--- src/rtl/cdb_arbiter.sv ---
// -----------------------------------------------------------------------------
// cdb_arbiter
//
// Collects completion tags from three execution sources (ALU, MULT, LSQ) into
// small per-source FIFOs and broadcasts at most one tag per cycle on the
// common data bus. Arbitration is round-robin over the non-empty FIFO heads.
// The broadcast is registered, so a tag pushed at one edge is broadcast at
// the next edge at the earliest.
//
// Ports
//   clock                  system clock, all state updates on posedge
//   reset                  asynchronous, active-low reset
//   {alu,mult,lsq}_done_valid  completion request from each source
//   {alu,mult,lsq}_done_tag    pdest tag of the completing instruction
//   {alu,mult,lsq}_done_ready  source FIFO has room (from registered count)
//   squash                 synchronous flush: empties all FIFOs
//   cdb_valid              broadcast valid
//   cdb_tag                broadcast tag
//   cdb_src                winning source: 0=ALU, 1=MULT, 2=LSQ
// -----------------------------------------------------------------------------
`ifndef PREG_IDX_WIDTH
`define PREG_IDX_WIDTH 6
`endif

module cdb_arbiter #(
    parameter int PREG_W     = `PREG_IDX_WIDTH,
    parameter int FIFO_DEPTH = 2                 // legal range 2..4
) (
    input  logic              clock,
    input  logic              reset,

    input  logic              alu_done_valid,
    input  logic [PREG_W-1:0] alu_done_tag,
    output logic              alu_done_ready,

    input  logic              mult_done_valid,
    input  logic [PREG_W-1:0] mult_done_tag,
    output logic              mult_done_ready,

    input  logic              lsq_done_valid,
    input  logic [PREG_W-1:0] lsq_done_tag,
    output logic              lsq_done_ready,

    input  logic              squash,

    output logic              cdb_valid,
    output logic [PREG_W-1:0] cdb_tag,
    output logic [1:0]        cdb_src
);

    localparam int NUM_SRC = 3;
    localparam int PTR_W   = $clog2(FIFO_DEPTH);
    localparam int CNT_W   = $clog2(FIFO_DEPTH + 1);

    localparam logic [CNT_W-1:0] DEPTH_C  = CNT_W'(FIFO_DEPTH);
    localparam logic [PTR_W-1:0] LAST_PTR = PTR_W'(FIFO_DEPTH - 1);

    // Source-indexed views of the per-source ports.
    logic [NUM_SRC-1:0] src_valid;
    logic [PREG_W-1:0]  src_tag [NUM_SRC];
    logic [NUM_SRC-1:0] src_ready;
    logic [NUM_SRC-1:0] push;
    logic [NUM_SRC-1:0] pop;

    // FIFO state.
    logic [PREG_W-1:0]  mem    [NUM_SRC][FIFO_DEPTH];
    logic [PTR_W-1:0]   wr_ptr [NUM_SRC];
    logic [PTR_W-1:0]   rd_ptr [NUM_SRC];
    logic [CNT_W-1:0]   count  [NUM_SRC];

    // Arbitration.
    logic [1:0]         rr_ptr;
    logic [1:0]         winner;
    logic [1:0]         cand;
    logic               grant;
    logic [PREG_W-1:0]  head_tag;

    // Pointer increment with wrap at FIFO_DEPTH (depth need not be a power of 2).
    function automatic logic [PTR_W-1:0] ptr_inc(input logic [PTR_W-1:0] p);
        return (p == LAST_PTR) ? '0 : p + PTR_W'(1);
    endfunction

    // (p + k) mod 3 for source indices.
    function automatic logic [1:0] rr_step(input logic [1:0] p, input int k);
        int s;
        s = int'(p) + k;
        if (s >= NUM_SRC) s = s - NUM_SRC;
        return 2'(s);
    endfunction

    assign src_valid  = {lsq_done_valid, mult_done_valid, alu_done_valid};
    assign src_tag[0] = alu_done_tag;
    assign src_tag[1] = mult_done_tag;
    assign src_tag[2] = lsq_done_tag;

    // Readiness depends only on registered counts, so there is no
    // combinational path from any input to a ready output.
    for (genvar g = 0; g < NUM_SRC; g++) begin : g_src
        assign src_ready[g] = (count[g] < DEPTH_C);
        assign push[g]      = src_valid[g] & src_ready[g] & ~squash;
        assign pop[g]       = grant & (winner == 2'(g)) & ~squash;
    end

    assign alu_done_ready  = src_ready[0];
    assign mult_done_ready = src_ready[1];
    assign lsq_done_ready  = src_ready[2];

    // Round-robin search starting at rr_ptr. Only the registered counts are
    // examined, so a tag pushed this cycle cannot be granted until next edge.
    always_comb begin
        // NOTE: every variable gets a default first so no latch is inferred.
        grant  = 1'b0;
        winner = rr_ptr;
        cand   = rr_ptr;
        for (int i = 0; i < NUM_SRC; i++) begin
            cand = rr_step(rr_ptr, i);
            if (!grant && (count[cand] != '0)) begin
                grant  = 1'b1;
                winner = cand;
            end
        end
    end

    assign head_tag = mem[winner][rd_ptr[winner]];

    // Control state: counts, pointers, round-robin pointer, broadcast regs.
    // NOTE: sequential state uses non-blocking assignments so every register
    // samples pre-edge values regardless of statement order.
    always_ff @(posedge clock or negedge reset) begin
        if (!reset) begin
            for (int s = 0; s < NUM_SRC; s++) begin
                count[s]  <= '0;
                wr_ptr[s] <= '0;
                rd_ptr[s] <= '0;
            end
            rr_ptr    <= 2'd0;
            cdb_valid <= 1'b0;
            cdb_tag   <= '0;
            cdb_src   <= 2'd0;
        end else if (squash) begin
            // Flush: drop everything buffered, keep rr_ptr and last tag/src.
            for (int s = 0; s < NUM_SRC; s++) begin
                count[s]  <= '0;
                wr_ptr[s] <= '0;
                rd_ptr[s] <= '0;
            end
            cdb_valid <= 1'b0;
        end else begin
            for (int s = 0; s < NUM_SRC; s++) begin
                if (push[s]) wr_ptr[s] <= ptr_inc(wr_ptr[s]);
                if (pop[s])  rd_ptr[s] <= ptr_inc(rd_ptr[s]);
                // Simultaneous push and pop leave the count unchanged.
                case ({push[s], pop[s]})
                    2'b10:   count[s] <= count[s] + CNT_W'(1);
                    2'b01:   count[s] <= count[s] - CNT_W'(1);
                    default: ;
                endcase
            end
            if (grant) begin
                cdb_valid <= 1'b1;
                cdb_tag   <= head_tag;
                cdb_src   <= winner;
                rr_ptr    <= rr_step(winner, 1);
            end else begin
                cdb_valid <= 1'b0;
            end
        end
    end

    // Tag storage.
    // NOTE: the storage array is deliberately not reset; only entries between
    // rd_ptr and wr_ptr are ever read, and the pointers are reset.
    always_ff @(posedge clock) begin
        for (int s = 0; s < NUM_SRC; s++) begin
            if (push[s]) mem[s][wr_ptr[s]] <= src_tag[s];
        end
    end

endmodule

--- config.mk ---
export PLATFORM = sky130hd
export DESIGN_NAME = cdb_arbiter
export DESIGN_NICKNAME = d
export VERILOG_FILES = /design/src/rtl/cdb_arbiter.sv
export SDC_FILE = /design/constraint.sdc
export NUM_CORES = 1
export LEC_CHECK = 0
export BUFFER_PORTS_ARGS = -buffer_cell sky130_fd_sc_hd__buf_4
export CAP_MARGIN = 10
export CORE_ASPECT_RATIO = 1.5
export CORE_MARGIN = 5
export CORE_UTILIZATION = 55
export DETAILED_ROUTE_END_ITERATION = 10
export PLACE_DENSITY_LB_ADDON = 0.2
export RECOVER_POWER = 25
export SLEW_MARGIN = 20
export SYNTH_ARGS = -nofsm -noshare
export SYNTH_HDL_FRONTEND = slang
export SYNTH_SLANG_ARGS = --single-unit
--- constraint.sdc ---
create_clock -name clock -period 4 [get_ports clock]
set_input_delay 0.8 -clock clock [delete_from_list [all_inputs] [get_ports clock]]
set_output_delay 0.8 -clock clock [all_outputs]
set_load 0.05 [all_outputs]
Word level (Yosys, flattened, before mapping)
Memory sizes are Yosys's and may differ from the RTL's.
Index checks and enable logic that the tools add are counted.
Operators by class
  $lt $le $gt $ge: 18
  $add $sub $neg: 19
  mux-type cells: 57
  reduce and logical (&&, ||, !) cells: 21
  bitwise gates (word level): 21
  equality and inequality tests: 8
Operators by type and width (count)
  6-bit two-way mux: 7
  12-bit two-way mux: 3
  2-bit two-way mux: 13
  1-bit two-way mux: 22
  6-bit demux with 1-bit select: 3
  2-bit nonzero test: 9
  1-bit AND: 12
  2-bit binary-select mux with 2-bit select: 3
  3-bit greater-or-equal comparator (second input constant): 4
  2-bit NOT with 3-bit output: 4
  2-bit case mux with 2 select lines: 3
  2-bit greater-or-equal comparator (second input constant): 5
  3-bit by 2-bit greater-or-equal comparator with 1-bit output (second input constant): 3
  3-bit nonzero test: 3
  2-bit by 1-bit equality test with 1-bit output (second input constant): 4
  2-bit equality test (second input constant): 4
  1-bit NOT with 2-bit output: 4
  2-bit subtractor (second input constant): 4
  1-bit adder (second input constant): 6
  2-bit by 1-bit adder with 2-bit output (second input constant): 3
  2-bit by 1-bit adder with 3-bit output (second input constant): 2
  2-bit by 1-bit less-than comparator with 1-bit output (second input constant): 3
  2-bit less-than comparator (second input constant): 3
  3-bit two-way mux: 2
  other kinds (8): 15
Storage, ports and cells
  output and inout bits: 12
  memories kept: 1
  input bits: 24
  logic and storage cells: 158
  memory bits (writable): 36
  register bits: 23
Memory list
  mem: words 3, bits a word 12, rd ports 1, clocked after Yosys merged registers in 0, write ports 3, RTL line 66  | logic [PREG_W-1:0] mem [NUM_SRC][FIFO_DEPTH];

Logic depth before layout (Yosys ltp)
Gate-level depths: netlist (run 1).
  word-level depth: 22
  mapped depth: 13
  gate-level depth less buffers: 12

Worst setup path before layout (run 1)
No wires, ideal clock.
  path type: register to register
  start: reg rr_ptr[0]
  end: reg count[3] (netlist bit)
  buffers on the path: 1
  cell stages (with the launch flop): 14
  arrival time: 2641 ps
  setup time: 135 ps
  clock period less this slack: 2776 ps
  required time: 3865 ps
  setup slack: 1224 ps
  path through: dfrtp_1 > inv_1 > ha_1 > nor2b_1 > nand2_1 > or3_1 > o21ai_1 > inv_2 > buf_2 > ha_1 > nand2_1 > nor4_1 > a31oi_1 > a21oi_1
Between the ends
  cells in the longest elaborated chain, start to end: 20
  elaborated cells between the ends (all ways): 44
  those cells by class: 5 x add/sub; 3 x order compare; 3 x eq/ne; 20 x mux; 5 x bitwise; 8 x reduce/logical
Ends and longest elaborated chain
  start, declared: RTL line 72  | logic [1:0] rr_ptr;
  start signal, assigned: RTL line 163  | rr_ptr <= rr_step(winner, 1);
  branches (longest 15 deep; another with 2-bit by 1-bit adder with 3-bit output)
  1-bit AND (*) (2 in series): RTL line 101  | assign pop[g] = grant & (winner == 2'(g)) & ~squash;
  2-bit by 1-bit equality test with 1-bit output / 2-bit equality test (equally long branches): RTL line 153  | case ({push[s], pop[s]})
  2-bit case mux with 2 select lines: RTL line 153
  6-bit two-way mux: RTL line 140  | end else if (squash) begin
  end signal, assigned by index: RTL line 154  | 2'b10: count[s] <= count[s] + CNT_W'(1);
  end signal, assigned by index: RTL line 155  | 2'b01: count[s] <= count[s] - CNT_W'(1);
  end, declared: RTL line 69  | logic [CNT_W-1:0] count [NUM_SRC];
Mark *: on every way between the ends. The select of a mux whose other input is x is not followed.
A chain may end at the register's enable or synchronous reset.

Final worst setup path (run 1)
  start: reg rr_ptr[1]
  end: reg count[3] (netlist bit)
Same word-level chain as after synthesis.

==> results.ini, run 1 <==
[worst_setup_path]
critPathMostFrequentCell = ha_1
slowest_delay_ps = 550
critPathRequiredTime_ps = 4260
cp-start-kind = flop
arrival_ps = 3400
worstSetupPathType = reg -> reg
worst_setup_path_end_kind = flop
worstPathCellList = inv_1, ha_1, nor3b_1, o32ai_2, or3_1, o21ai_1, buf_4, inv_2, ha_1, nand2_1, nor4_1, a31oi_1, a21oi_1
slowest_stage = o32ai_2
crit_path_max_fanout = 15

[global_route]
antenna_found_initial = 0
grt_max_degree = 24
grt_pass1_vias = 2056
gr-total-overflow = 0
grt_pass1_wl_mm = 9.87
gr-usage-all-layers = 0.190

[yosys]
synth_area_leaders = edfxtp_1 (37%), dfrtp_1 (20%), o211ai_1 (3.8%)
async_flop_share = 0.390
avgSynthCellArea_um2 = 12.5
yosysUniqueCellTypes = 54
synth_flop_cell = edfxtp_1
ys_ff_latch = 59
syn_inst = 236
yosys-top-cells-count = edfxtp_1 (36), dfrtp_1 (23), inv_1 (19)
synth_top_cell_by_area = edfxtp_1
yosysTopAreaCellShare = 0.367
synth-edff-count = 36
ys_warn_count = 0
synth.most_common_cell = edfxtp_1
synthesis.area_um2 = 2940
seq_area_frac_synth = 0.563
synth.net_count = 265

[sta]
finalHoldViolations = 0
maxSlewViolCount = 0
finalSetupViolations = 0
min_period_over_period = 0.786
fmax_ghz = 0.318
finClkSkew_ps = 9.90
min_period_ps = 3140
rsz0062_at_grt = false
slew_headroom = 0.179
timing.setup.tns_ps = 0
worstMarginPinSlew_ps = 1230

[floorplan]
die_area_um2 = 6940
ios = 36
initial_utilization = 0.570
rows = 32
die_h_um = 99.6
fp.dieW_um = 69.7
design.core.area_um2 = 5160

[cts]
tritoncts = built
clockBufferDepth = 2
post_cts.repair.setup_buffers = 0
cts_sinks = 59
clkSlewWorstSetupHoldPaths_ps = 70
cts.repair.resized = 0
ctsHoldBuffers = 0
htreeDepth = 3
root_buffer = clkbuf_8
cts_made_buffers = 9
clk_latency_ps = 340

[placed_design]
place_hpwl_mm = 4.65
gp_congestion = 0.828
io_buffers = 35

[flow_run]
drv_cap = 0

[detailed_routing]
drcViolationCount = 0
wire_per_inst_um = 17.3
vias = 2012
final_antenna_net_count = 0
drt_wl_total_mm = 6.04
drtIter0Drc = 70
avgViaCountPerCell = 5.77
dr.pass1.iters = 4

[finish]
diodes = 0
drive_gt1_frac = 0.288
areaGrowthSynthToFinish_pct = 17.2
fin_nets = 305

[worst_hold_path]
hp-class = reg -> reg

[run_status]
status = complete, no violations

[metrics by stage]
step,worst slack [ps],utilization,hold WS [ps],instance area (um2),cells
3_3_place_gp,980,0.631,479,3260,333
2_1_floorplan,1220,-,504,2940,236
6_report,856,0.668,494,3450,349
5_1_grt,520,0.668,519,3450,349
3_5_place_dp,929,0.631,480,3260,333
4_1_cts,853,0.668,337,3450,349
[routing by layer]
| metal | vias to the layer above | wire [um] | global-route usage |
|---|---|---|---|
| met5 | - | 0 | 0 |
| met4 | 0 | 381 | 0.170 |
| met3 | 28 | 225 | 0.0404 |
| met2 | 60 | 3220 | 0.333 |
| met1 | 967 | 2220 | 0.187 |
| li1 | 957 | - | - |
[critical path, delay by kind of cell, from the launching register on]
family / cells / cell delay (ps)
AO/OA/AOI/OAI: 4 / 860
AND/OR/NAND/NOR: 4 / 830
buffers and inverters: 3 / 530
adder cells (fa/ha/maj): 2 / 470
flip-flops: 1 / 380
[area by class of cell]
cell class              count  area, um2
fillers                   386       1720
flip-flops and latches     59       1660
multi-input cells         149       1170
repair buffers             36        267
clock buffers               9        124
well taps                  68       85.1
inverters                  21       78.8
clock inverters             7       68.8
[path summary, 6_finish.rpt]
path / depth (start not counted) / end / slack [ps] / start
setup / recovery: 13 / count[3]$_DFFE_PN0P_ / 860 / rr_ptr[1]$_DFFE_PN0P_
hold / removal: 2 / cdb_src[1]$_DFFE_PN0P_ / 490 / cdb_src[1]$_DFFE_PN0P_
setup reg to reg: 13 / count[3]$_DFFE_PN0P_ / 860 / rr_ptr[1]$_DFFE_PN0P_
hold reg to reg: 2 / cdb_src[1]$_DFFE_PN0P_ / 490 / cdb_src[1]$_DFFE_PN0P_
max in group asynchronous: 1 / count[2]$_DFFE_PN0P_ / 2560 / reset
min in group asynchronous: 1 / wr_ptr[0]$_DFFE_PN0P_ / 700 / reset
[registers in the layout (all words and copies together), names as in the netlist]
| register | flops |
|---|---|
| count | 6 |
| rd_ptr | 3 |
| wr_ptr | 3 |
| cdb_tag | 6 |
| mem | 36 |
| rr_ptr | 2 |
| cdb_src | 2 |
| cdb_valid | 1 |
[layout by cell type, fill, tap and decap left out, types with 7 or more instances in the layout]
cell type  netlist  routed
a21oi_1          8       8
buf_4            0      30
clkbuf_8         0       9
dfrtp_1         23      23
edfxtp_1        36      36
inv_1           19      19
mux2_2           8       8
nand2_1         13      13
nor2_1          12      12
o211ai_1        15      15
xnor2_1          7       7
[cells by family after synthesis]
logic type,Yosys count,share of synthesized area
compound gates,55,0.165
xor+xnor,12,0.0357
fa+ha+maj,5,0.0213
buf+inv,28,0.0400
flops,59,0.563
mux,15,0.0561
simple gates,62,0.119
Power of run 1 is not shown: default switching activity piles up to over one toggle a cycle in this logic, so the estimate is an artifact.
==> run 2, diff against run 1 <==
--- a/config.mk
+++ b/config.mk
@@ -5,6 +5,7 @@
 export SDC_FILE = /design/constraint.sdc
 export NUM_CORES = 1
 export LEC_CHECK = 0
+export ABC_AREA = 1
 export BUFFER_PORTS_ARGS = -buffer_cell sky130_fd_sc_hd__buf_4
 export CAP_MARGIN = 10
 export CORE_ASPECT_RATIO = 1.5
==> constraint.sdc (replaced) <==
create_clock -name clock -period 3.05 [get_ports clock]
set_input_delay 0.61 -clock clock [delete_from_list [all_inputs] [get_ports clock]]
set_output_delay 0.61 -clock clock [all_outputs]
set_load 0.05 [all_outputs]
==> run 2 against run 1 <==
Global-route usage increased by 1.1 points. Wire length increased by 9.7%. Die area increased by 2.4%. Sequential share of layout area decreased by 1.5 points. Highest routed layer unchanged. Flip-flop and latch count unchanged. Core utilization decreased by 0.95 points. Synthesized cell count increased by 39%.
==> results.ini, run 2 <==
[run_status]
status = complete, no violations

[worst_setup_path]
cp_top_family = simple AND/OR/NAND/NOR gates
critPathRequiredTime_ps = 3300
worst_setup_path_end_kind = flop
r2r-end = count[3]$_DFFE_PN0P_
reg2reg_from = rr_ptr[0]$_DFFE_PN0P_
slowest_delay_ps = 400
arrival_ps = 3030
crit_path_max_fanout = 15
worstSetupPathType = reg -> reg
worstPathCellList = inv_1, ha_2, inv_2, nand3_1, nand2_1, nor2_4, nor2_1, nand2_1, nand3_4, nand2_4, inv_2, ha_1, nand2_1, o21ai_0, o21ai_0, nand3_1, a21oi_1
path_buf_inv = 3
cp.depth = 17
reg2regPathDepth = 17
cp-start-kind = flop
critPathMostFrequentCell = nand2_1
r2r_setup_slack_ps = 270
slowest_stage = dfrtp_1

[worst_hold_path]
hp-class = in -> reg
whs_path_depth = 1
min_from = mult_done_tag[3]
min_to = mem[1][9]$_DFFE_PP_

[cts]
cts.repair.resized = 0
ctsHoldBuffers = 0
post_cts.repair.setup_buffers = 0
cts_sinks = 59
htreeDepth = 3
clockBufferDepth = 2
root_buffer = clkbuf_8
clk_latency_ps = 320
cts_made_buffers = 9
tritoncts = built
clkSlewWorstSetupHoldPaths_ps = 70

[yosys]
yosysTopAreaCellShare = 0.358
synth_flop_cell = edfxtp_1
seq_area_frac_synth = 0.548
yosysUniqueCellTypes = 29
async_flop_share = 0.390
syn_inst = 329
synth.most_common_cell = nand2_1
avgSynthCellArea_um2 = 9.19
yosys-top-cells-count = nand2_1 (105), nand3_1 (50), edfxtp_1 (36)
synth-edff-count = 36
synth_top_cell_by_area = edfxtp_1
synthesis.area_um2 = 3020
ys_ff_latch = 59
ys_warn_count = 0
synth.net_count = 358
synth_area_leaders = edfxtp_1 (36%), dfrtp_1 (19%), nand2_1 (13%)

[global_route]
grt_max_degree = 27
gr-total-overflow = 0
gr-usage-all-layers = 0.201
antenna_found_initial = 0
grt_pass1_wl_mm = 10.7
grt_pass1_vias = 2268

[finish]
final_cell_mix = nand2_1 (105), nand3_1 (50), edfxtp_1 (36)
fin_nets = 400
drive_gt1_frac = 0.226
diodes = 0
areaGrowthSynthToFinish_pct = 17.8
final_common_cell = nand2_1
num-fill-cells = 457
largest_reg_flops = 36

[sta]
worstMarginPinSlew_ps = 1250
timing.setup.tns_ps = 0
min_period_over_period = 0.912
min_period_ps = 2780
maxSlewViolCount = 0
rsz0062_at_grt = false
finalSetupViolations = 0
finalHoldViolations = 0
slew_headroom = 0.167
fmax_ghz = 0.359
timing.hold.ws_ps = 471
finClkSkew_ps = 8.44

[floorplan]
initial_utilization = 0.559
ios = 36
fp.dieW_um = 70.5
design.core.area_um2 = 5410
die_area_um2 = 7110
die_h_um = 101
rows = 33

[detailed_routing]
drtIter0Drc = 166
drt_wl_total_mm = 6.63
final_antenna_net_count = 0
avgViaCountPerCell = 5.28
wire_per_inst_um = 14.9
vias = 2356
drcViolationCount = 0
dr.pass1.iters = 5

[flow_run]
drv_cap = 0

[placed_design]
place_hpwl_mm = 5.03
io_buffers = 35
gp_congestion = 0.928

[run 2: cell types whose count changed in the layout (fill, tap and decap cells not counted), sizes merged, moves of 7 or more]
cell / before / now
nand3: 2 / 56
o21ai: 8 / 20
nand2: 13 / 118
xnor2: 7 / 0
nor3: 7 / 0
o211ai: 21 / 0
mux2: 9 / 0
[run 2: worst max-delay path by stage]
stage | start | end | slack, ps
global route | rr_ptr[0]$_DFFE_PN0P_ | count[3]$_DFFE_PN0P_ | 20
CTS | rr_ptr[0]$_DFFE_PN0P_ | count[3]$_DFFE_PN0P_ | 240
finish | rr_ptr[0]$_DFFE_PN0P_ | count[3]$_DFFE_PN0P_ | 270
detailed placement | rr_ptr[0]$_DFFE_PN0P_ | count[3]$_DFFE_PN0P_ | 260
global placement | rr_ptr[0]$_DFFE_PN0P_ | count[3]$_DFFE_PN0P_ | 380
floorplan | rr_ptr[0]$_DFFE_PN0P_ | count[2]$_DFFE_PN0P_ | 580
[run 2: cell type report]
class	instances	area [um2]	area share
timing repair buffer	37	274	0.0770
sequential	59	1660	0.465
clock buffer	11	141	0.0397
multi-input combinational	237	1210	0.341
inverter	27	109	0.0306
tap	70	87.6	0.0246
clock inverter	5	76.3	0.0214
[run 2: worst reg2reg max path: stages, from the launching register on]
cell and delay [ps]:
dfrtp_1 400, inv_1 110, ha_2 400, inv_2 80, nand3_1 110, nand2_1 90, nor2_4 160, nor2_1 60
nand2_1 110, nand3_4 130, nand2_4 180, inv_2 90, ha_1 180, nand2_1 150, o21ai_0 90, o21ai_0 130
nand3_1 110, a21oi_1 130
[run 2: cell families (layout without fill, tap and decap cells)]
kind of cell	Yosys count	after routing	share of synthesized area
AOI/OAI and AO/OA	30	30	0.0542
buffers and inverters	33	80	0.0509
adders and majority gates	5	5	0.0207
and+or+nand+nor	202	202	0.326
DFF	59	59	0.548
[run 2: routing by layer]
metal | GRT usage | wire [um]
met2 | 0.364 | 3710
met1 | 0.204 | 2400
met3 | 0.0419 | 230
met5 | 0 | 0
met4 | 0.140 | 283
[run 2: metrics by stage]
step / worst slack [ps] / instances / instance area, um2 / util
after detailed placement: 260 / 430 / 3340 / 0.618
after floorplan: 584 / 329 / 3020 / -
after global routing: 23.0 / 446 / 3560 / 0.658
after CTS: 240 / 446 / 3560 / 0.658
final: 268 / 446 / 3560 / 0.658
after global placement: 382 / 430 / 3340 / 0.618
Power of run 2 is left out for the same reason.
==> run 3, diff against run 2 <==
--- a/config.mk
+++ b/config.mk
@@ -12,7 +12,7 @@
 export CORE_MARGIN = 5
 export CORE_UTILIZATION = 55
 export DETAILED_ROUTE_END_ITERATION = 10
-export PLACE_DENSITY_LB_ADDON = 0.2
+export PLACE_DENSITY = 0.85
 export RECOVER_POWER = 25
 export SLEW_MARGIN = 20
 export SYNTH_ARGS = -nofsm -noshare
==> run 3 against run 2 <==
Clock skew hardly changed. Die area stayed put. Maximum frequency is 1.1% higher. Wire length is 0.41% lower. Design area is 1.3% lower. First-iteration DRC count is 31% lower. Global-route usage is 0.20 points higher. Sequential share of layout area is 0.60 points higher. Critical endpoint unchanged. Largest cell class unchanged. Highest routed layer unchanged.
==> results.ini, run 3 (same netlist as run 2, synthesis figures left out) <==
[worst_hold_path]
hp-class = in -> reg
min_from = lsq_done_tag[1]

[finish]
areaGrowthSynthToFinish_pct = 16.3
final_cell_mix = nand2_1 (105), nand3_1 (50), edfxtp_1 (36)
largest_reg_flops = 36
drive_gt1_frac = 0.227
instances_no_fill = 445
fin_nets = 399
final_area_um2 = 3510
fin_util = 0.650
diodes = 0
num-fill-cells = 452
final_common_cell = nand2_1

[global_route]
grt_busiest_layer = met2
gr-usage-all-layers = 0.203
grt_pass1_vias = 2360
grt.met1_usage = 0.207
gr-total-overflow = 0
antenna_found_initial = 0
grt_pass1_wl_mm = 10.9
grtUsageMet2 = 0.371
grt_max_degree = 24
use_met3 = 0.0499

[cts]
cts_made_buffers = 9
clk_latency_ps = 340
post_cts.repair.setup_buffers = 0
cts_sinks = 59
clkSlewWorstSetupHoldPaths_ps = 70
clockBufferDepth = 2
tritoncts = built
htreeDepth = 3
root_buffer = clkbuf_8

[sta]
finalHoldViolations = 0
slew_headroom = 0.140
rsz0062_at_grt = false
min_period_over_period = 0.902
finalSetupViolations = 0
fmax_ghz = 0.363
maxSlewViolCount = 0
worstMarginPinSlew_ps = 1290
finClkSkew_ps = 8.50
timing.setup.tns_ps = 0
min_period_ps = 2750

[worst_setup_path]
slowest_delay_ps = 390
cp-start-kind = flop
reg2reg_from = rr_ptr[0]$_DFFE_PN0P_
cp-startpoint = rr_ptr[0]$_DFFE_PN0P_
worst_setup_path_end_kind = flop
arrival_ps = 3020
critPathMostFrequentCell = nand2_1
worstSetupPathType = reg -> reg
worstPathCellList = inv_1, ha_2, inv_2, nand3_1, nand2_1, nor2_4, nor2_1, nand2_1, nand3_4, nand2_8, inv_2, ha_1, nand2_1, o21ai_0, o21ai_1, nand3_1, a21oi_1
path_buf_inv = 3
slowest_stage = dfrtp_1
crit_path_max_fanout = 15
cp_top_family = simple AND/OR/NAND/NOR gates
critPathRequiredTime_ps = 3320

[run_status]
status = complete, no violations

[detailed_routing]
avgViaCountPerCell = 5.27
drt_wl_total_mm = 6.60
dr.pass1.iters = 4
drtIter0Drc = 114
drcViolationCount = 0
wire_per_inst_um = 14.8
vias = 2346
final_antenna_net_count = 0

[floorplan]
rows = 33
ios = 36
die_h_um = 101
initial_utilization = 0.559
fp.dieW_um = 70.5
design.core.area_um2 = 5410
die_area_um2 = 7110

[flow_run]
drv_cap = 0

[placed_design]
io_buffers = 35
dpl.cell_count = 429
place_hpwl_mm = 5.04
gp_congestion = 0.913
post_dp_cell_area_um2 = 3340

## run 3: changes by cell type in the layout (fill, tap and decap cells not counted), sizes merged
cell | previous run | this run
clkinvlp | 1 | 2
buf | 31 | 30
bufinv | 2 | 0
clkinv | 2 | 3
## run 3: worst register-to-register path, stage by stage (launching register included)
cell and delay [ps]:
dfrtp_1 390, inv_1 100, ha_2 390, inv_2 80
nand3_1 110, nand2_1 90, nor2_4 160, nor2_1 50
nand2_1 110, nand3_4 150, nand2_8 140, inv_2 80
ha_1 180, nand2_1 160, o21ai_0 110, o21ai_1 140
nand3_1 100, a21oi_1 130
## run 3: path summary, 6_finish.rpt
kind | end | slack (ps) | cells past startpoint
max | count[3]$_DFFE_PN0P_ | 300 | 17
min | mem[2][1]$_DFFE_PP_ | 450 | 1
max reg2reg | count[3]$_DFFE_PN0P_ | 300 | 17
min reg2reg | cdb_tag[0]$_DFFE_PN0P_ | 480 | 2
max in group asynchronous | cdb_src[0]$_DFFE_PN0P_ | 1750 | 1
min in group asynchronous | count[0]$_DFFE_PN0P_ | 530 | 1
## run 3: final cells by class
type                       count  area (um2)  share of cell area
sequential                    59        1660               0.471
multi-input combinational    237        1220               0.348
timing repair buffer          36         267              0.0758
clock buffer                  11         141              0.0402
inverter                      27         109              0.0310
tap                           70        87.6              0.0249
clock inverter                 5        30.0             0.00854
## run 3: metal layers
metal | routed length, um | up-vias
li1 | - | 1182
met1 | 2370 | 1087
met2 | 3700 | 55
met3 | 237 | 22
met4 | 285 | 0
met5 | 0 | -
## run 3: repair_timing
action,CTS,global route
hold endpoints to repair,0,0
gates resized for setup,0,3
hold buffers,0,0
endpoints found under the setup margin,0,2
## run 3: per-stage QoR
stage | hold slack, ps | setup slack (ps)
CTS | 157 | 223
floorplan | 314 | 584
detailed placement | 467 | 237
global route | 437 | 15.4
finish | 450 | 298
global placement | 467 | 421
Power of run 3 is left out for the same reason.
